<file path="src/rtl/alarm_pkg.sv">
// Shared types and limits for the alarm/time set controller.
package alarm_pkg;

  typedef enum logic [2:0] {
    StIdle,
    StEditH1,
    StEditH0,
    StEditM1,
    StEditM0,
    StCommit,
    StStopHold
  } state_e;

  typedef enum logic {
    TgtTime,
    TgtAlarm
  } target_e;

  localparam int unsigned H1Max               = 2;
  localparam int unsigned H0Max               = 9;
  localparam int unsigned H0MaxAt2            = 3;
  localparam int unsigned M1Max               = 5;
  localparam int unsigned M0Max               = 9;
  localparam int unsigned DefaultTimeoutTicks = 30;

  function automatic logic [3:0] inc_wrap(logic [3:0] d, int unsigned max);
    return (32'(d) >= max) ? 4'd0 : d + 4'd1;
  endfunction

endpackage

</file>
<file path="src/rtl/alarm_set_controller_if.sv">
// Button/time-digit/command bundle between the clock core side and the set controller.
interface alarm_set_controller_if;
  logic       tick_1s;
  logic       btn_mode;
  logic       btn_next;
  logic       btn_up;
  logic [1:0] cur_hour1;
  logic [3:0] cur_hour0;
  logic [3:0] cur_min1;
  logic [3:0] cur_min0;
  logic       alarm_active;
  logic [1:0] hour_in1;
  logic [3:0] hour_in0;
  logic [3:0] minute_in1;
  logic [3:0] minute_in0;
  logic       load_time;
  logic       load_alarm;
  logic       stop_alarm;
  logic       in_edit;
  logic [1:0] edit_digit;

  modport master (
    output tick_1s, btn_mode, btn_next, btn_up, cur_hour1, cur_hour0, cur_min1, cur_min0,
           alarm_active,
    input  hour_in1, hour_in0, minute_in1, minute_in0, load_time, load_alarm, stop_alarm,
           in_edit, edit_digit
  );

  modport slave (
    input  tick_1s, btn_mode, btn_next, btn_up, cur_hour1, cur_hour0, cur_min1, cur_min0,
           alarm_active,
    output hour_in1, hour_in0, minute_in1, minute_in0, load_time, load_alarm, stop_alarm,
           in_edit, edit_digit
  );
endinterface

</file>
<file path="src/rtl/tick_hold.sv">
// Releases a held command on the first tick_1s after the hold's first cycle.
module tick_hold (
  input  logic clock,
  input  logic reset,
  input  logic hold,
  input  logic tick_1s,
  output logic done
);

  logic armed_q;

  // armed_q lags hold by one cycle, so a tick in the entry cycle is ignored.
  always_ff @(posedge clock or posedge reset) begin
    if (reset) begin
      armed_q <= 1'b0;
    end else begin
      armed_q <= hold;
    end
  end

  assign done = hold & armed_q & tick_1s;

endmodule

</file>
<file path="src/rtl/alarm_set_controller.sv">
// Button-driven time/alarm editor producing held load and stop commands for the clock core.
module alarm_set_controller
  import alarm_pkg::*;
#(
  parameter int unsigned TIMEOUT_TICKS = DefaultTimeoutTicks
) (
  input logic             clock,
  input logic             reset,
  alarm_set_controller_if.slave bus
);

  localparam int unsigned CntW = $clog2(TIMEOUT_TICKS + 1);

  state_e          state_q, state_d;
  target_e         target_q, target_d;
  logic [1:0]      h1_q, h1_d, sh_h1_q, sh_h1_d;
  logic [3:0]      h0_q, h0_d, m1_q, m1_d, m0_q, m0_d;
  logic [3:0]      sh_h0_q, sh_h0_d, sh_m1_q, sh_m1_d, sh_m0_q, sh_m0_d;
  logic [CntW-1:0] cnt_q, cnt_d;
  logic            load_time_q, load_alarm_q, stop_alarm_q, in_edit_q;
  logic [1:0]      edit_digit_q, edit_digit_d;
  logic            any_btn, stop_req, hold_done;

  tick_hold u_tick_hold (
    .clock   (clock),
    .reset   (reset),
    .hold    ((state_q == StCommit) || (state_q == StStopHold)),
    .tick_1s (bus.tick_1s),
    .done    (hold_done)
  );

  function automatic logic is_edit(state_e s);
    return (s == StEditH1) || (s == StEditH0) || (s == StEditM1) || (s == StEditM0);
  endfunction

  assign any_btn  = bus.btn_mode | bus.btn_next | bus.btn_up;
  assign stop_req = bus.alarm_active & any_btn;

  always_comb begin
    state_d  = state_q;
    target_d = target_q;
    h1_d     = h1_q;
    h0_d     = h0_q;
    m1_d     = m1_q;
    m0_d     = m0_q;
    sh_h1_d  = sh_h1_q;
    sh_h0_d  = sh_h0_q;
    sh_m1_d  = sh_m1_q;
    sh_m0_d  = sh_m0_q;
    cnt_d    = (is_edit(state_q) && bus.tick_1s) ? cnt_q + 1'b1 : cnt_q;

    case (state_q)
      StIdle: begin
        if (stop_req) begin
          state_d = StStopHold;
        end else if (bus.btn_mode) begin
          state_d  = StEditH1;
          target_d = TgtTime;
          h1_d     = bus.cur_hour1;
          h0_d     = bus.cur_hour0;
          m1_d     = bus.cur_min1;
          m0_d     = bus.cur_min0;
        end else if (bus.btn_next) begin
          state_d  = StEditH1;
          target_d = TgtAlarm;
          h1_d     = sh_h1_q;
          h0_d     = sh_h0_q;
          m1_d     = sh_m1_q;
          m0_d     = sh_m0_q;
        end
      end
      StEditH1, StEditH0, StEditM1, StEditM0: begin
        if (stop_req) begin
          state_d = StStopHold;
        end else if (bus.btn_mode) begin
          state_d = StIdle;
        end else if (bus.btn_next) begin
          cnt_d = '0;
          unique case (state_q)
            StEditH1: begin
              state_d = StEditH0;
              // Leaving H1 at 2 must not leave an illegal 24..29 hour behind.
              if (h1_q == 2'(H1Max) && h0_q > 4'(H0MaxAt2)) h0_d = 4'(H0MaxAt2);
            end
            StEditH0: state_d = StEditM1;
            StEditM1: state_d = StEditM0;
            default:  state_d = StCommit;
          endcase
        end else if (bus.btn_up) begin
          cnt_d = '0;
          unique case (state_q)
            StEditH1: h1_d = 2'(inc_wrap({2'b00, h1_q}, H1Max));
            StEditH0: h0_d = inc_wrap(h0_q, (h1_q == 2'(H1Max)) ? H0MaxAt2 : H0Max);
            StEditM1: m1_d = inc_wrap(m1_q, M1Max);
            default:  m0_d = inc_wrap(m0_q, M0Max);
          endcase
        end else if (bus.tick_1s && cnt_q == CntW'(TIMEOUT_TICKS - 1)) begin
          state_d = StIdle;
        end
      end
      StCommit: begin
        if (hold_done) begin
          state_d = StIdle;
          if (target_q == TgtAlarm) begin
            sh_h1_d = h1_q;
            sh_h0_d = h0_q;
            sh_m1_d = m1_q;
            sh_m0_d = m0_q;
          end
        end
      end
      StStopHold: begin
        if (!stop_req && hold_done) state_d = StIdle;
      end
      default: state_d = StIdle;
    endcase

    if (!is_edit(state_d)) cnt_d = '0;

    case (state_d)
      StEditH0: edit_digit_d = 2'd1;
      StEditM1: edit_digit_d = 2'd2;
      StEditM0: edit_digit_d = 2'd3;
      default:  edit_digit_d = 2'd0;
    endcase
  end

  // Commands are registered from the next state so they track state_q glitch-free.
  always_ff @(posedge clock or posedge reset) begin
    if (reset) begin
      state_q      <= StIdle;
      target_q     <= TgtTime;
      h1_q         <= '0;
      h0_q         <= '0;
      m1_q         <= '0;
      m0_q         <= '0;
      sh_h1_q      <= 2'd2;
      sh_h0_q      <= 4'd4;
      sh_m1_q      <= 4'd0;
      sh_m0_q      <= 4'd0;
      cnt_q        <= '0;
      load_time_q  <= 1'b0;
      load_alarm_q <= 1'b0;
      stop_alarm_q <= 1'b0;
      in_edit_q    <= 1'b0;
      edit_digit_q <= 2'd0;
    end else begin
      state_q      <= state_d;
      target_q     <= target_d;
      h1_q         <= h1_d;
      h0_q         <= h0_d;
      m1_q         <= m1_d;
      m0_q         <= m0_d;
      sh_h1_q      <= sh_h1_d;
      sh_h0_q      <= sh_h0_d;
      sh_m1_q      <= sh_m1_d;
      sh_m0_q      <= sh_m0_d;
      cnt_q        <= cnt_d;
      load_time_q  <= (state_d == StCommit) && (target_d == TgtTime);
      load_alarm_q <= (state_d == StCommit) && (target_d == TgtAlarm);
      stop_alarm_q <= (state_d == StStopHold);
      in_edit_q    <= is_edit(state_d);
      edit_digit_q <= edit_digit_d;
    end
  end

  assign bus.hour_in1   = h1_q;
  assign bus.hour_in0   = h0_q;
  assign bus.minute_in1 = m1_q;
  assign bus.minute_in0 = m0_q;
  assign bus.load_time  = load_time_q;
  assign bus.load_alarm = load_alarm_q;
  assign bus.stop_alarm = stop_alarm_q;
  assign bus.in_edit    = in_edit_q;
  assign bus.edit_digit = edit_digit_q;

endmodule

</file>
<file path="src/flat_wrapper.sv">
// flat-port wrapper written by rule: the top's interface ports become plain ports
module alarm_set_controller_flat import alarm_pkg::*;
#(
  parameter int unsigned TIMEOUT_TICKS = DefaultTimeoutTicks
)
  (clock, reset, bus_tick_1s, bus_btn_mode, bus_btn_next, bus_btn_up, bus_cur_hour1, bus_cur_hour0, bus_cur_min1, bus_cur_min0, bus_alarm_active, bus_hour_in1, bus_hour_in0, bus_minute_in1, bus_minute_in0, bus_load_time, bus_load_alarm, bus_stop_alarm, bus_in_edit, bus_edit_digit);
  alarm_set_controller_if bus_i ();
  input logic clock;
  input logic reset;
  input wire logic [$bits(bus_i.tick_1s)-1:0] bus_tick_1s;
  input wire logic [$bits(bus_i.btn_mode)-1:0] bus_btn_mode;
  input wire logic [$bits(bus_i.btn_next)-1:0] bus_btn_next;
  input wire logic [$bits(bus_i.btn_up)-1:0] bus_btn_up;
  input wire logic [$bits(bus_i.cur_hour1)-1:0] bus_cur_hour1;
  input wire logic [$bits(bus_i.cur_hour0)-1:0] bus_cur_hour0;
  input wire logic [$bits(bus_i.cur_min1)-1:0] bus_cur_min1;
  input wire logic [$bits(bus_i.cur_min0)-1:0] bus_cur_min0;
  input wire logic [$bits(bus_i.alarm_active)-1:0] bus_alarm_active;
  output wire logic [$bits(bus_i.hour_in1)-1:0] bus_hour_in1;
  output wire logic [$bits(bus_i.hour_in0)-1:0] bus_hour_in0;
  output wire logic [$bits(bus_i.minute_in1)-1:0] bus_minute_in1;
  output wire logic [$bits(bus_i.minute_in0)-1:0] bus_minute_in0;
  output wire logic [$bits(bus_i.load_time)-1:0] bus_load_time;
  output wire logic [$bits(bus_i.load_alarm)-1:0] bus_load_alarm;
  output wire logic [$bits(bus_i.stop_alarm)-1:0] bus_stop_alarm;
  output wire logic [$bits(bus_i.in_edit)-1:0] bus_in_edit;
  output wire logic [$bits(bus_i.edit_digit)-1:0] bus_edit_digit;
  assign bus_i.tick_1s = bus_tick_1s;
  assign bus_i.btn_mode = bus_btn_mode;
  assign bus_i.btn_next = bus_btn_next;
  assign bus_i.btn_up = bus_btn_up;
  assign bus_i.cur_hour1 = bus_cur_hour1;
  assign bus_i.cur_hour0 = bus_cur_hour0;
  assign bus_i.cur_min1 = bus_cur_min1;
  assign bus_i.cur_min0 = bus_cur_min0;
  assign bus_i.alarm_active = bus_alarm_active;
  assign bus_hour_in1 = bus_i.hour_in1;
  assign bus_hour_in0 = bus_i.hour_in0;
  assign bus_minute_in1 = bus_i.minute_in1;
  assign bus_minute_in0 = bus_i.minute_in0;
  assign bus_load_time = bus_i.load_time;
  assign bus_load_alarm = bus_i.load_alarm;
  assign bus_stop_alarm = bus_i.stop_alarm;
  assign bus_in_edit = bus_i.in_edit;
  assign bus_edit_digit = bus_i.edit_digit;
  alarm_set_controller #(.TIMEOUT_TICKS(TIMEOUT_TICKS)) u_core (.clock(clock), .reset(reset), .bus(bus_i));
endmodule
</file>
<file path="config.mk">
export PLATFORM = sky130hd
export DESIGN_NAME = alarm_set_controller_flat
export DESIGN_NICKNAME = d
export VERILOG_FILES = /design/src/rtl/alarm_pkg.sv /design/src/rtl/alarm_set_controller_if.sv /design/src/rtl/tick_hold.sv /design/src/rtl/alarm_set_controller.sv /design/src/flat_wrapper.sv
export SDC_FILE = /design/constraint.sdc
export NUM_CORES = 1
export LEC_CHECK = 0
export BUFFER_PORTS_ARGS = -buffer_cell sky130_fd_sc_hd__clkbuf_2
export CAP_MARGIN = 15
export CORE_UTILIZATION = 51
export CTS_CLUSTER_DIAMETER = 100
export DETAILED_ROUTE_END_ITERATION = 10
export HOLD_SLACK_MARGIN = 0.12
export MAX_ROUTING_LAYER = met4
export PLACE_DENSITY = 0.87
export SLEW_MARGIN = 15
export SYNTH_ARGS = -nofsm -noshare
export SYNTH_HDL_FRONTEND = slang
export SYNTH_SLANG_ARGS = --single-unit
</file>
<file path="constraint.sdc">
create_clock -name clock -period 2 [get_ports clock]
set_input_delay 0.2 -clock clock [delete_from_list [all_inputs] [get_ports clock]]
set_output_delay 0.2 -clock clock [all_outputs]
set_load 0.01 [all_outputs]
</file>
== Yosys cells after proc, flatten, opt, wreduce, memory -nomap -nowiden ==
Index checks and enable logic that the tools add are counted.

* Add/subtract/negate cells: 5
* Magnitude comparators: 5
* Equality and inequality tests: 27
* Mux-type cells: 67
* Bitwise gates (word level): 6
* Reduce and logical (&&, ||, !) cells: 23

{| class="wikitable"
|+ Operators with widths
! kind !! number
|-
| $mux 4 || 30
|-
| $mux 5 || 7
|-
| $ge 4x32->1 || 1
|-
| $mux 3 || 10
|-
| $pmux 4 s2 || 3
|-
| $reduce_and 8->1 || 3
|-
| $eq 3x3->1 const B || 6
|-
| $mux 2 || 9
|-
| $add 4x1->4 const B || 3
|-
| $eq 3x2->1 const B || 4
|-
| $ne 2x2->1 const B || 6
|-
| $pmux 3 s4 || 1
|-
| $ne 3x2->1 const B || 3
|-
| $pmux 3 s3 || 1
|-
| $reduce_and 9->1 || 1
|-
| $logic_or 1x1->1 || 7
|-
| $eq 3x1->1 const B || 2
|-
| $logic_and 1x1->1 || 6
|-
| $ne 3x3->1 const B || 2
|-
| $pmux 2 s3 || 1
|-
| $add 5x1->5 const B || 1
|-
| $eq 5x5->1 const B || 1
|-
| $ge 4x3->1 const B || 1
|-
| $ge 4x4->1 const B || 1
|-
| other kinds (16) || 23
|}

* Register bits: 44
* Output and inout port bits: 20

== Logic depth before layout (Yosys ltp) ==
Gate-level depths: netlist of run 1.

* Depth after elaboration: 13
* Depth in mapped cells: 8

== Hierarchy ==
From an unflattened synthesis of run 1, not the netlist that was laid out.

* Cells, all modules: 261
* Area total of the unflattened synthesis: 2663.8 um2

{| class="wikitable"
|+ By module, submodules not included
! module !! times used !! cells an instance !! area each (um2) !! sequential area each (um2)
|-
| alarm_set_controller || 1 || 258 || 2628.8 || 1078.5
|-
| tick_hold || 1 || 3 || 35.0 || 25.0
|}

== Least setup slack after synthesis of run 1 ==
OpenSTA, ideal clock, no wires.

* Kind: register to register
* Start point: register u_core.h1_q[0], in the netlist u_core.bus.hour_in1[0]
* End point: register u_core.h0_q[3], in the netlist u_core.bus.hour_in0[3]
* Library setup time: 0.066 ns
* Arrival time: 1.911 ns
* Required time: 1.934 ns
* Path slack: 0.023 ns
* Cell stages (with the launch flop): 8
* Clock period less this slack: 1.977 ns
* Cell sequence: dfrtp_1 nand2b_1 ha_1 a211o_1 a21oi_1 nand3b_1 o32ai_1 a22o_1

* Longest elaborated chain between the ends: 10
* Elaborated cells between the ends (all ways): 13

{| class="wikitable"
|+ RTL lines
! item !! line !! source
|-
| from (decl) || alarm_set_controller.sv:16 || <nowiki>logic [1:0] h1_q, h1_d, sh_h1_q, sh_h1_d;</nowiki>
|-
| from (signal assigned) || alarm_set_controller.sv:133 || <nowiki>h1_q <= '0;</nowiki>
|-
| from (signal assigned) || alarm_set_controller.sv:150 || <nowiki>h1_q <= h1_d;</nowiki>
|-
| $eq 2x2->1 (*) || alarm_set_controller.sv:83, alarm_set_controller.sv:93 ||
|-
| $mux 4 || alarm_set_controller.sv:93 || <nowiki>StEditH0: h0_d = inc_wrap(h0_q, (h1_q == 2'(H1Max)) ? H0MaxAt2 : H0Max);</nowiki>
|-
| $ge 4x32->1 || alarm_pkg.sv:27 || <nowiki>return (32'(d) >= max) ? 4'd0 : d + 4'd1;</nowiki>
|-
| $mux 4 || alarm_pkg.sv:27 ||
|-
| $mux 4 || alarm_set_controller.sv:91 || <nowiki>unique case (state_q)</nowiki>
|-
| $mux 4 || alarm_set_controller.sv:89 || <nowiki>end else if (bus.btn_up) begin</nowiki>
|-
| $mux 4 || alarm_set_controller.sv:77 || <nowiki>end else if (bus.btn_next) begin</nowiki>
|-
| $mux 4 || alarm_set_controller.sv:75 || <nowiki>end else if (bus.btn_mode) begin</nowiki>
|-
| $mux 4 || alarm_set_controller.sv:73 || <nowiki>if (stop_req) begin</nowiki>
|-
| $pmux 4 s2 || alarm_set_controller.sv:52 || <nowiki>case (state_q)</nowiki>
|-
| to (signal assigned) || alarm_set_controller.sv:134 || <nowiki>h0_q <= '0;</nowiki>
|-
| to (signal assigned) || alarm_set_controller.sv:151 || <nowiki>h0_q <= h0_d;</nowiki>
|-
| to (decl) || alarm_set_controller.sv:17 || <nowiki>logic [3:0] h0_q, h0_d, m1_q, m1_d, m0_q, m0_d;</nowiki>
|}

Every way passes the cells marked *; elsewhere a longest branch is shown, timed or not. The select of a mux whose other input is x is not followed.
A chain may end at the register's enable or synchronous reset.

== Worst setup path after layout of run 1 ==
* Start point: register u_core.state_q[1]
* End point: register u_core.cnt_q[0]

* Longest elaborated chain between the ends: 12
* Elaborated cells between the ends (all ways): 42

{| class="wikitable"
|+ RTL lines
! item !! line !! source
|-
| from (decl) || alarm_set_controller.sv:14 || <nowiki>state_e state_q, state_d;</nowiki>
|-
| from (signal assigned) || alarm_set_controller.sv:131 || <nowiki>state_q <= StIdle;</nowiki>
|-
| from (signal assigned) || alarm_set_controller.sv:148 || <nowiki>state_q <= state_d;</nowiki>
|-
| branches (longest 6 deep; another with $eq 3x2->1) || - ||
|-
| $pmux 3 s4 (*) || alarm_set_controller.sv:52 ||
|-
| net u_core.state_d[2] || alarm_set_controller.sv:14 ||
|-
| $eq 3x1->1 or $eq 3x2->1 (tied branches) || alarm_set_controller.sv:33 || <nowiki>return (s == StEditH1) || (s == StEditH0) || (s == StEditM1) || (s == StEditM0);</nowiki>
|-
| $logic_or 1x1->1 (2 in a row) || alarm_set_controller.sv:33 ||
|-
| $logic_or 1x1->1 (*) || alarm_set_controller.sv:33 ||
|-
| $mux 5 (*) || alarm_set_controller.sv:118 || <nowiki>if (!is_edit(state_d)) cnt_d = '0;</nowiki>
|-
| net u_core.cnt_d[0] || alarm_set_controller.sv:19 || <nowiki>logic [CntW-1:0] cnt_q, cnt_d;</nowiki>
|-
| to (signal assigned) || alarm_set_controller.sv:158 || <nowiki>cnt_q <= cnt_d;</nowiki>
|-
| to (decl) || alarm_set_controller.sv:19 ||
|}

Mark *: on every way through the listed nets, which the timed path passes.

==> impl_results.md, run 1 <==
* Maximum vdd drop at 0.000793 V
* Num CTS Buffers at 5
* Slew margin rel. at 62.5%
* Power share of the combinational group at 56.4%
* Setup crit start: u_core.state_q[1]
* RSZ-0062 raised after global routing: true
* Cell-internal power at 0.00294 W
* CTS Root Cell: clkbuf_8
* Via count at 2,304
* DRT antenna net count at 0
* Reg2Reg Setup Slack at 6 ps
* Status: complete, no violations
* Worst EP arrival at 2190 ps
* Total iterations of the first detailed-routing run at 4
* WS Path Type: flip-flop to flip-flop
* Proportion of layout cells with a drive suffix above 1 at 41.1%
* Number of flops mapped to enable cells by yosys at 0
* Clock Power Share at 13.6%
* Tot Pwr at 0.00498 W
* Switching Share at 40.9%
* Fin crit share at 99.7%
* Worst-skew pair later-pin latency at 300 ps
* Final hold slack at 332 ps
* Pre-CTS setup slack at -144 ps
* Largest net degree at the start of global routing at 45
* Worst Tran Pin Value at 559 ps
* PortBufs at 40
* Top Ports at 41
* Register area at 1100 sq um
* Critical R2R Launch: u_core.state_q[1]
* Worst Setup Start Kind: flip-flop
* Hold Crit Class: input pin to flip-flop
* Routed length per instance at 15.7 um
* Largest stage delay on the critical path at 470 ps
* Final worst slack at 6.32 ps
* Req. time, crit path at 2200 ps
* Crit Path Max Fanout at 7
* Inst Count DP at 393
* # clock sinks at 44
* Row count at 26
* HPWL Detailed at 4.58 mm
* Synth Register Bits at 44
* Starting Density at 52.8%
* Pleak at 1.63 nW
* Mapped Cells at 259
* Synth top area share at 39.2%
* Synth area leaders: dfrtp_1, mux2_2, mux2i_1, ha_1, inv_1
* Maxcap violations at 0
* Ant. Diodes at 0
* Initial antenna violation count at 0
* GRT overflow at 0
* Max H-tree Level at 2
* Area of placed instances at 3170 sq um
* Cell variety after synth at 59
* Layout Skew at 9.18 ps
* Cell taking the most area after synthesis: dfrtp_1
* Critical path's slowest cell: or3b_4
* Syn Nets at 291
* Die width at 74.5 um
* TritonCTS clock tree: yes
* Tmin final at 1990 ps
* Synth Flop Type: dfrtp_1
* Critical Path Most Common Cell: or3b_4
* Seq pwr share at 30.0%
* Core area at 5070 sq um
* Syn_area_per_cell at 10.4 sq um
* CTS max path bufs at 2
* 1st-iter DRT viols at 105
* Fillers at 388
* Die Ht at 74.5 um
* Crit-path cells: or3b_4, a21bo_2, o311ai_4, or3b_4, a211oi_1
* Global-route wire length before repair at 10.2 mm
* DRC Markers at 0
* Fmax at 502 MHz
* Cell area after layout at 3420 sq um
* Die ar. at 5550 sq um
* Asr flop ratio synth at 100%
* Nets at 369
* Vias in the first global route at 2,215
* Total track usage at 25.3%
* Routed Wire Length at 6.41 mm
* Synth warn at 0
* Syn Std Cell Area at 2680 sq um
* Non-Filler Instances at 408
* Final setup viols at 0
* Register area share after synthesis at 41.2%
* Synth-to-layout area growth at 27.7%
* NetSw at 0.00203 W
* Fin. max-slew vios at 0
* Multi-input logic area at 1530 sq um
* Hold Vio Cnt, Final at 0
* Drt via density at 5.65
* CTS clk-pin slew, worst paths at 80 ps
* P per Cell Area at 1450 nW/um^2
* Worst Hold Launch: bus_cur_min1[1]
* Nature of the critical path endpoint: flip-flop
* GP Congestion at 0.925
==> power by group through the flow <==
stage	sequential (W)	clock, W	combinational (W)
after floorplan	0.00153	0	0.00156
after global placement	0.00147	0	0.00246
after detailed placement	0.00149	0	0.00256
after CTS	0.00147	0.000689	0.00264
after global routing	0.00154	0.000735	0.00307
final	0.00150	0.000675	0.00281
==> through the flow <==
stage	TNS [ps]	util, %
finish	0	67.5
detailed placement	-693	62.5
floorplan	0	-
global route	-307	67.5
CTS	0	65.6
global placement	-387	62.5
==> repair_timing <==
| item | in CTS | in global routing |
|---|---|---|
| gates resized for setup | 6 | 17 |
| pin swaps | 3 | 12 |
| endpoints found under the hold margin | 42 | 0 |
| hold buffers | 1 | 0 |
| setup buffers | 2 | 4 |
| setup endpoints to repair | 11 | 15 |
==> critical path, delay by kind of cell (launching register included) <==
family          cells  cell delay (ps)
flops               1              460
compound gates      3              540
simple gates        2              900
==> final timing paths <==
| kind | endpoint | cells past startpoint |
|---|---|---|
| min in group asynchronous | u_core.state_q[1] | 4 |
| hold / removal | u_core.bus.minute_in1[1] | 4 |
| max in group asynchronous | u_core.bus.in_edit | 4 |
| setup / recovery | u_core.cnt_q[0] | 5 |
| hold reg to reg | u_core.sh_h1_q[0] | 1 |
| setup reg to reg | u_core.cnt_q[0] | 5 |
==> sequential cells by signal, indices dropped and copies added, names as in the netlist, 3 cells and up <==
register	count
u_core.sh_h0_q	4
u_core.sh_m1_q	4
u_core.cnt_q	5
u_core.sh_m0_q	4
u_core.bus.minute_in1	4
u_core.bus.minute_in0	4
u_core.state_q	3
u_core.bus.hour_in0	4
==> routing by layer <==
layer  vias up  global-route usage, %  wire length, um
met1      1142                   30.8             2840
met2        55                   43.0             3310
met5         -                      -                0
met4         0                   6.29               27
met3         2                   5.01              228
li1       1105                      -                -
==> cells in the mapped netlist (2+ instances only) <==
library cell and count:
a211oi_1 5, a21bo_2 2, a21oi_1 8, a22o_1 3, a22oi_1 2, a31oi_1 3
and2_1 2, and3b_1 2, buf_2 7, clkbuf_1 3, dfrtp_1 42, dfstp_2 2
ha_1 11, inv_1 16, mux2_2 21, mux2i_1 14, nand2_1 15, nand2b_1 6
nand3_1 6, nand3b_1 2, nand4_1 2, nor2_1 14, nor2b_1 4, nor3_1 2
nor3b_1 3, o211ai_1 5, o21a_1 2, o21ai_0 11, o21ai_1 3, o22ai_1 3
o31ai_1 3, o32ai_1 3, or3_1 2, or3b_1 2, xnor2_1 2, xor2_1 3
==> cells in the final DEF (no fill, tap or decap), types with 5 or more instances in the layout <==
master,instances
nand2b_1,5
nor2_1,14
clkbuf_2,40
clkbuf_8,5
o211ai_1,5
nand2_1,15
ha_1,10
a21oi_1,7
inv_1,13
buf_4,41
o21ai_0,9
mux2_2,21
dfrtp_1,41
nand3_1,6
mux2i_1,14
==> logic make-up after synthesis <==
kind of cell / share of synthesized area [%]
AND/OR/NAND/NOR: 14.4
AO/OA/AOI/OAI: 18.9
flip-flops: 41.2
multiplexers: 14.0
buffers and inverters: 4.67
adder cells (fa/ha/maj): 5.13
XOR/XNOR: 1.63
==> layout make-up <==
cell class | count | area share, %
tap | 70 | 2.56
sequential | 44 | 32.3
timing repair buffer | 83 | 15.5
clock inverter | 3 | 1.24
multi-input combinational | 187 | 44.7
inverter | 16 | 1.75
clock buffer | 5 | 2.01
Power figures use the tool's default switching activity.
==> run 2, diff against run 1 <==
--- a/config.mk
+++ b/config.mk
@@ -12,7 +12,7 @@
 export DETAILED_ROUTE_END_ITERATION = 10
 export HOLD_SLACK_MARGIN = 0.12
 export MAX_ROUTING_LAYER = met4
-export PLACE_DENSITY = 0.87
+export PLACE_DENSITY = 0.84
 export SLEW_MARGIN = 15
 export SYNTH_ARGS = -nofsm -noshare
 export SYNTH_HDL_FRONTEND = slang
==> run 2 against run 1 <==
Compared with the run above:
- power fell by 0.98%
- combinational power barely moved
- worst setup slack improved by 55 ps
- flip-flop and latch count did not move
- sequential power barely moved
- via count rose by 0.26%
- register-to-register slack improved by 50 ps
- non-clock buffer count rose by 1
- final cell count rose by 0.25%
- die area did not move
==> impl_results.md, run 2 (synthesis gave the netlist of run 1 again) <==
* Status: complete, no violations
* Synth-to-layout area growth at 28.1%
* HPWL Detailed at 4.76 mm
* Crit Path Max Fanout at 7
* Largest Register: u_core.cnt_q
* 1st-iter DRT viols at 78
* Hold Crit Class: input pin to flip-flop
* Die Ht at 74.5 um
* Layout Skew at 6.24 ps
* Vias in the first global route at 2,258
* Hold Vio Cnt, Final at 0
* P per Cell Area at 1430 nW/um^2
* Inst Count DP at 396
* Cell area after layout at 3440 sq um
* GP Congestion at 0.932
* PortBufs at 40
* Max H-tree Level at 2
* Initial antenna violation count at 0
* Ant. Diodes at 0
* GRT overflow at 0
* Die width at 74.5 um
* Slew margin rel. at 61.3%
* Core area at 5070 sq um
* Global-route wire length before repair at 10.5 mm
* CTS max path bufs at 2
* Die ar. at 5550 sq um
* Tmin final at 1940 ps
* Maximum vdd drop at 0.000823 V
* Area of placed instances at 3200 sq um
* # clock sinks at 44
* Total track usage at 25.8%
* Fin crit share at 96.9%
* Total iterations of the first detailed-routing run at 4
* Max reg flops at 5
* Most frequent cells in the layout: buf_4, dfrtp_1, clkbuf_2, mux2_2, nand2_1
* Drt via density at 5.65
* TritonCTS clock tree: yes
* Fin. max-slew vios at 0
* Proportion of layout cells with a drive suffix above 1 at 41.9%
* Via count at 2,310
* Worst-skew pair later-pin latency at 310 ps
* Req. time, crit path at 2190 ps
* Worst Setup Start Kind: flip-flop
* Top Ports at 41
* Nets at 370
* Fmax at 516 MHz
* Pleak at 1.62 nW
* Non-Filler Instances at 409
* CTS Root Cell: clkbuf_8
* Nature of the critical path endpoint: flip-flop
* Final hold slack at 296 ps
* Largest net degree at the start of global routing at 27
* Starting Density at 52.8%
* DRC Markers at 0
* Most common cell after layout, fill and taps aside: buf_4
* Num CTS Buffers at 5
* Row count at 26
* WS Path Type: flip-flop to flip-flop
* Final setup viols at 0
* RSZ-0062 raised after global routing: true
* DRT antenna net count at 0
* Worst EP arrival at 2120 ps
* Worst Tran Pin Value at 577 ps
* Maxcap violations at 0
* CTS clk-pin slew, worst paths at 90 ps
* Routed length per instance at 16.0 um
* Routed Wire Length at 6.53 mm
[run 2: final timing paths]
path / from / end / slack, ps / cells past startpoint
max: u_core.state_q[1] / u_core.cnt_q[0] / 60 / 7
min: bus_btn_mode / u_core.target_q / 300 / 2
max reg2reg: u_core.state_q[1] / u_core.cnt_q[0] / 60 / 7
min reg2reg: u_core.sh_m0_q[2] / u_core.sh_m0_q[2] / 510 / 1
max in group asynchronous: reset / u_core.sh_h0_q[2] / 1200 / 4
min in group asynchronous: reset / u_core.bus.minute_in0[0] / 460 / 4
[run 2: routing by layer]
metal / vias to the layer above / share of wire [%] / wire length (um) / global-route usage, %
met2: 63 / 51 / 3300 / 42.0
met1: 1126 / 43 / 2800 / 32.2
met5: - / 0 / 0 / -
li1: 1109 / - / - / -
met3: 12 / 4.8 / 311 / 4.61
met4: 0 / 1.7 / 112 / 9.22
[run 2: cell type report]
cell class | instances | area, sq um
Sequential cell | 44 | 1100
Tap cell | 70 | 87.6
Inverter | 16 | 60.1
Fill cell | 390 | 1640
Timing Repair Buffer | 84 | 537
Multi-Input combinational cell | 187 | 1550
Clock inverter | 2 | 15.0
Clock buffer | 6 | 82.6
[run 2: critical path: stages (launching register included)]
cell and delay (ps):
dfrtp_2 450, buf_4 170, o21ai_0 250, buf_4 190, nand2_1 80, or4_1 470
inv_2 140, a211oi_2 60
[run 2: timing repair]
action,in CTS,in global routing
endpoints found under the setup margin,12,17
pin swaps,2,13
hold endpoints to repair,42,0
setup buffers,1,3
resized for setup,4,22
hold buffers,1,0
[run 2: stage by stage]
| step | power [W] | util (%) | setup slack [ps] | TNS (ps) |
|---|---|---|---|---|
| 2_1_floorplan | 0.00308 | - | 22.8 | 0 |
| 3_3_place_gp | 0.00396 | 63.0 | -51.6 | -100 |
| 3_5_place_dp | 0.00406 | 63.0 | -82.9 | -387 |
| 4_1_cts | 0.00472 | 65.4 | -6.80 | -6.80 |
| 5_1_grt | 0.00531 | 67.7 | -63.0 | -151 |
| 6_report | 0.00493 | 67.7 | 61.3 | 0 |
[run 2: where the power goes]
| group | total [W] | internal [W] | switching, W |
|---|---|---|---|
| Combinational | 0.00282 | 0.00138 | 0.00144 |
| Sequential | 0.00150 | 0.00121 | 0.000299 |
| Clock | 0.000605 | 0.000280 | 0.000325 |
==> run 3, diff against run 2 <==
--- a/config.mk
+++ b/config.mk
@@ -6,7 +6,7 @@
 export NUM_CORES = 1
 export LEC_CHECK = 0
 export BUFFER_PORTS_ARGS = -buffer_cell sky130_fd_sc_hd__clkbuf_2
-export CAP_MARGIN = 15
+export CAP_MARGIN = 20
 export CORE_UTILIZATION = 51
 export CTS_CLUSTER_DIAMETER = 100
 export DETAILED_ROUTE_END_ITERATION = 10
@@ -16,4 +16,5 @@
 export SLEW_MARGIN = 15
 export SYNTH_ARGS = -nofsm -noshare
 export SYNTH_HDL_FRONTEND = slang
+export SYNTH_HIERARCHICAL = 1
 export SYNTH_SLANG_ARGS = --single-unit
==> run 3 against run 2 <==
Compared with the run above:
- via count is 3.0% lower
- critical path depth is 1 higher
- worst setup slack worse by 27 ps
- clock skew is 0.76 ps lower
- maximum frequency is 1.4% lower
- sequential share of layout area is 2.1 points higher
- non-clock buffer count is 16 lower
- final cell count is 3.9% lower
- register-to-register slack worse by 30 ps
- first-iteration DRC count is 59% higher
- die area is 0.64% lower
- critical path type unchanged
==> impl_results.md, run 3 <==
* Critical path's slowest cell: dfrtp_1
* GRT overflow at 0
* Die ar. at 5520 sq um
* Worst EP arrival at 2160 ps
* Layout Skew at 5.47 ps
* Area of placed instances at 3100 sq um
* Synth Register Bits at 44
* Fillers at 391
* 1st-iter DRT viols at 124
* Number of flops mapped to enable cells by yosys at 0
* Crit-path cells: xor2_1, and2_1, and3_4, inv_2, a32o_2, a311oi_4, xnor2_1, and2_1
* Asr flop ratio synth at 100%
* Pleak at 1.55 nW
* Clock Power Share at 12.8%
* Synth-to-layout area growth at 21.3%
* Synth area leaders: dfrtp_1, mux2_2, ha_1, mux2i_1, inv_1
* Die Ht at 74.3 um
* Vias in the first global route at 2,195
* Core area at 4880 sq um
* Syn_area_per_cell at 10.2 sq um
* Starting Density at 54.6%
* Fmax at 509 MHz
* Top Ports at 41
* Max H-tree Level at 2
* Syn Std Cell Area at 2660 sq um
* Largest Register: u_core/cnt_q
* Synth Flop Type: dfrtp_1
* Routed length per instance at 15.3 um
* DRT antenna net count at 0
* WS Path Type: flip-flop to flip-flop
* Slew margin rel. at 63.3%
* Status: complete, no violations
* Maxcap violations at 0
* Mapped Cells at 261
* Initial antenna violation count at 0
* Row count at 25
* Fin crit share at 98.3%
* Routed Wire Length at 6.02 mm
* Crit path buf inv count at 1
* NetSw at 0.00182 W
* Global-route wire length before repair at 9.74 mm
* CTS Root Cell: clkbuf_8
* Ant. Diodes at 0
* Top-count cell post-synth: dfrtp_1
* Hold Vio Cnt, Final at 0
* Top delay family on crit path: compound AO/OA/AOI/OAI gates
* Most frequent cells in the layout: clkbuf_2, dfrtp_1, buf_4, inv_1, mux2_2
* Proportion of layout cells with a drive suffix above 1 at 35.0%
* Nets at 357
* RSZ-0062 raised after global routing: true
* P per Cell Area at 1330 nW/um^2
* Switching Share at 42.3%
* Syn Nets at 293
* Cell variety after synth at 58
* Total iterations of the first detailed-routing run at 4
* Seq pwr share at 33.9%
* Synth top area share at 39.5%
* Drt via density at 5.70
* DRC Markers at 0
* # clock sinks at 44
* Via count at 2,240
* Worst-skew pair later-pin latency at 300 ps
* Cell area after layout at 3230 sq um
* Largest stage delay on the critical path at 410 ps
* Most frequent cells after synthesis: dfrtp_1, inv_1, mux2_2, nor2_1
* Nature of the critical path endpoint: flip-flop
* HPWL Detailed at 4.36 mm
* GP Congestion at 0.840
* CTS max path bufs at 2
* PortBufs at 40
* Final setup viols at 0
* Die width at 74.3 um
* Worst Setup Start Kind: flip-flop
* Fin. max-slew vios at 0
* Synth warn at 6
* Final hold slack at 287 ps
* Critical Path Most Common Cell: and2_1
* Crit Path Max Fanout at 3
* Total track usage at 24.0%
* Max reg flops at 5
* CTS clk-pin slew, worst paths at 80 ps
* Register area share after synthesis at 41.4%
* Worst Tran Pin Value at 551 ps
* Num CTS Buffers at 5
* Hold Crit Class: input pin to async pin
* Cell taking the most area after synthesis: dfrtp_1
* Maximum vdd drop at 0.000901 V
* TritonCTS clock tree: yes
* Largest net degree at the start of global routing at 44
* Cell-internal power at 0.00249 W
* Power share of the combinational group at 53.4%
* Req. time, crit path at 2200 ps
* Tmin final at 1970 ps
==> run 3: power by group through the flow <==
stage	Sequential [W]	Clock, W	Combinational (W)
CTS	0.00144	0.000559	0.00224
global route	0.00150	0.000593	0.00254
finish	0.00146	0.000550	0.00230
global placement	0.00145	0	0.00213
detailed placement	0.00146	0	0.00222
floorplan	0.00149	0	0.00134
==> run 3: path summary, 6_finish.rpt <==
| path | start | endpoint | slack [ps] | cells past startpoint |
|---|---|---|---|---|
| max in group asynchronous | reset | u_core/state_q[2] | 1000 | 4 |
| worst max register to register | u_core/state_q[1] | u_core/bus.edit_digit[0] | 30 | 8 |
| worst min-delay path | reset | u_core/u_tick_hold/armed_q | 290 | 3 |
| min in group clock | bus_btn_next | u_core/target_q | 290 | 3 |
| worst max-delay path | u_core/state_q[1] | u_core/bus.edit_digit[0] | 30 | 8 |
| worst min register to register | u_core/sh_m0_q[1] | u_core/sh_m0_q[1] | 510 | 1 |
==> run 3: kinds of logic (layout without fill, tap and decap cells) <==
| kind of cell | after synthesis | count (layout) | share of synthesized area [%] |
|---|---|---|---|
| adder cells (fa/ha/maj) | 11 | 11 | 5.17 |
| XOR/XNOR | 2 | 2 | 0.658 |
| buffers and inverters | 34 | 99 | 5.31 |
| AO/OA/AOI/OAI | 72 | 72 | 20.1 |
| AND/OR/NAND/NOR | 65 | 65 | 14.0 |
| multiplexers | 33 | 33 | 13.3 |
| flip-flops | 44 | 44 | 41.4 |
==> run 3: metrics by stage <==
step	TNS, ps	setup WS (ps)	cells	utilization (%)	power (W)
3_5_place_dp	0	20.0	381	63.4	0.00368
5_1_grt	-195	-72.3	393	66.2	0.00464
4_1_cts	0	21.9	390	65.4	0.00424
3_3_place_gp	0	106	381	63.4	0.00358
2_1_floorplan	0	22.4	261	-	0.00283
6_report	0	34.3	393	66.2	0.00431
==> run 3: timing repair <==
item / in CTS / in global routing
endpoints found under the hold margin: 42 / 0
pin swaps: 0 / 10
resized for setup: 1 / 7
endpoints found under the setup margin: 1 / 15
setup buffers: 0 / 3
hold buffers: 1 / 0
==> run 3: layer usage <==
layer  routed length [um]  GRT usage (%)
met1                 2820           30.8
met2                 2870           38.0
met3                  233           3.93
met4                   95           9.43
met5                    0              -
==> run 3: tightest hold or removal path, delay by kind of cell <==
| kind | cells | cell delay, ps |
|---|---|---|
| buffers and inverters | 3 | 720 |
==> run 3: cell type report <==
type	count	area [sq um]	area share [%]
clock buffer	7	76.3	2.36
clock inverter	1	5.00	0.155
inverter	23	86.3	2.67
multi-input combinational	183	1450	44.8
sequential	44	1110	34.2
tap	67	83.8	2.59
timing repair buffer	68	425	13.2
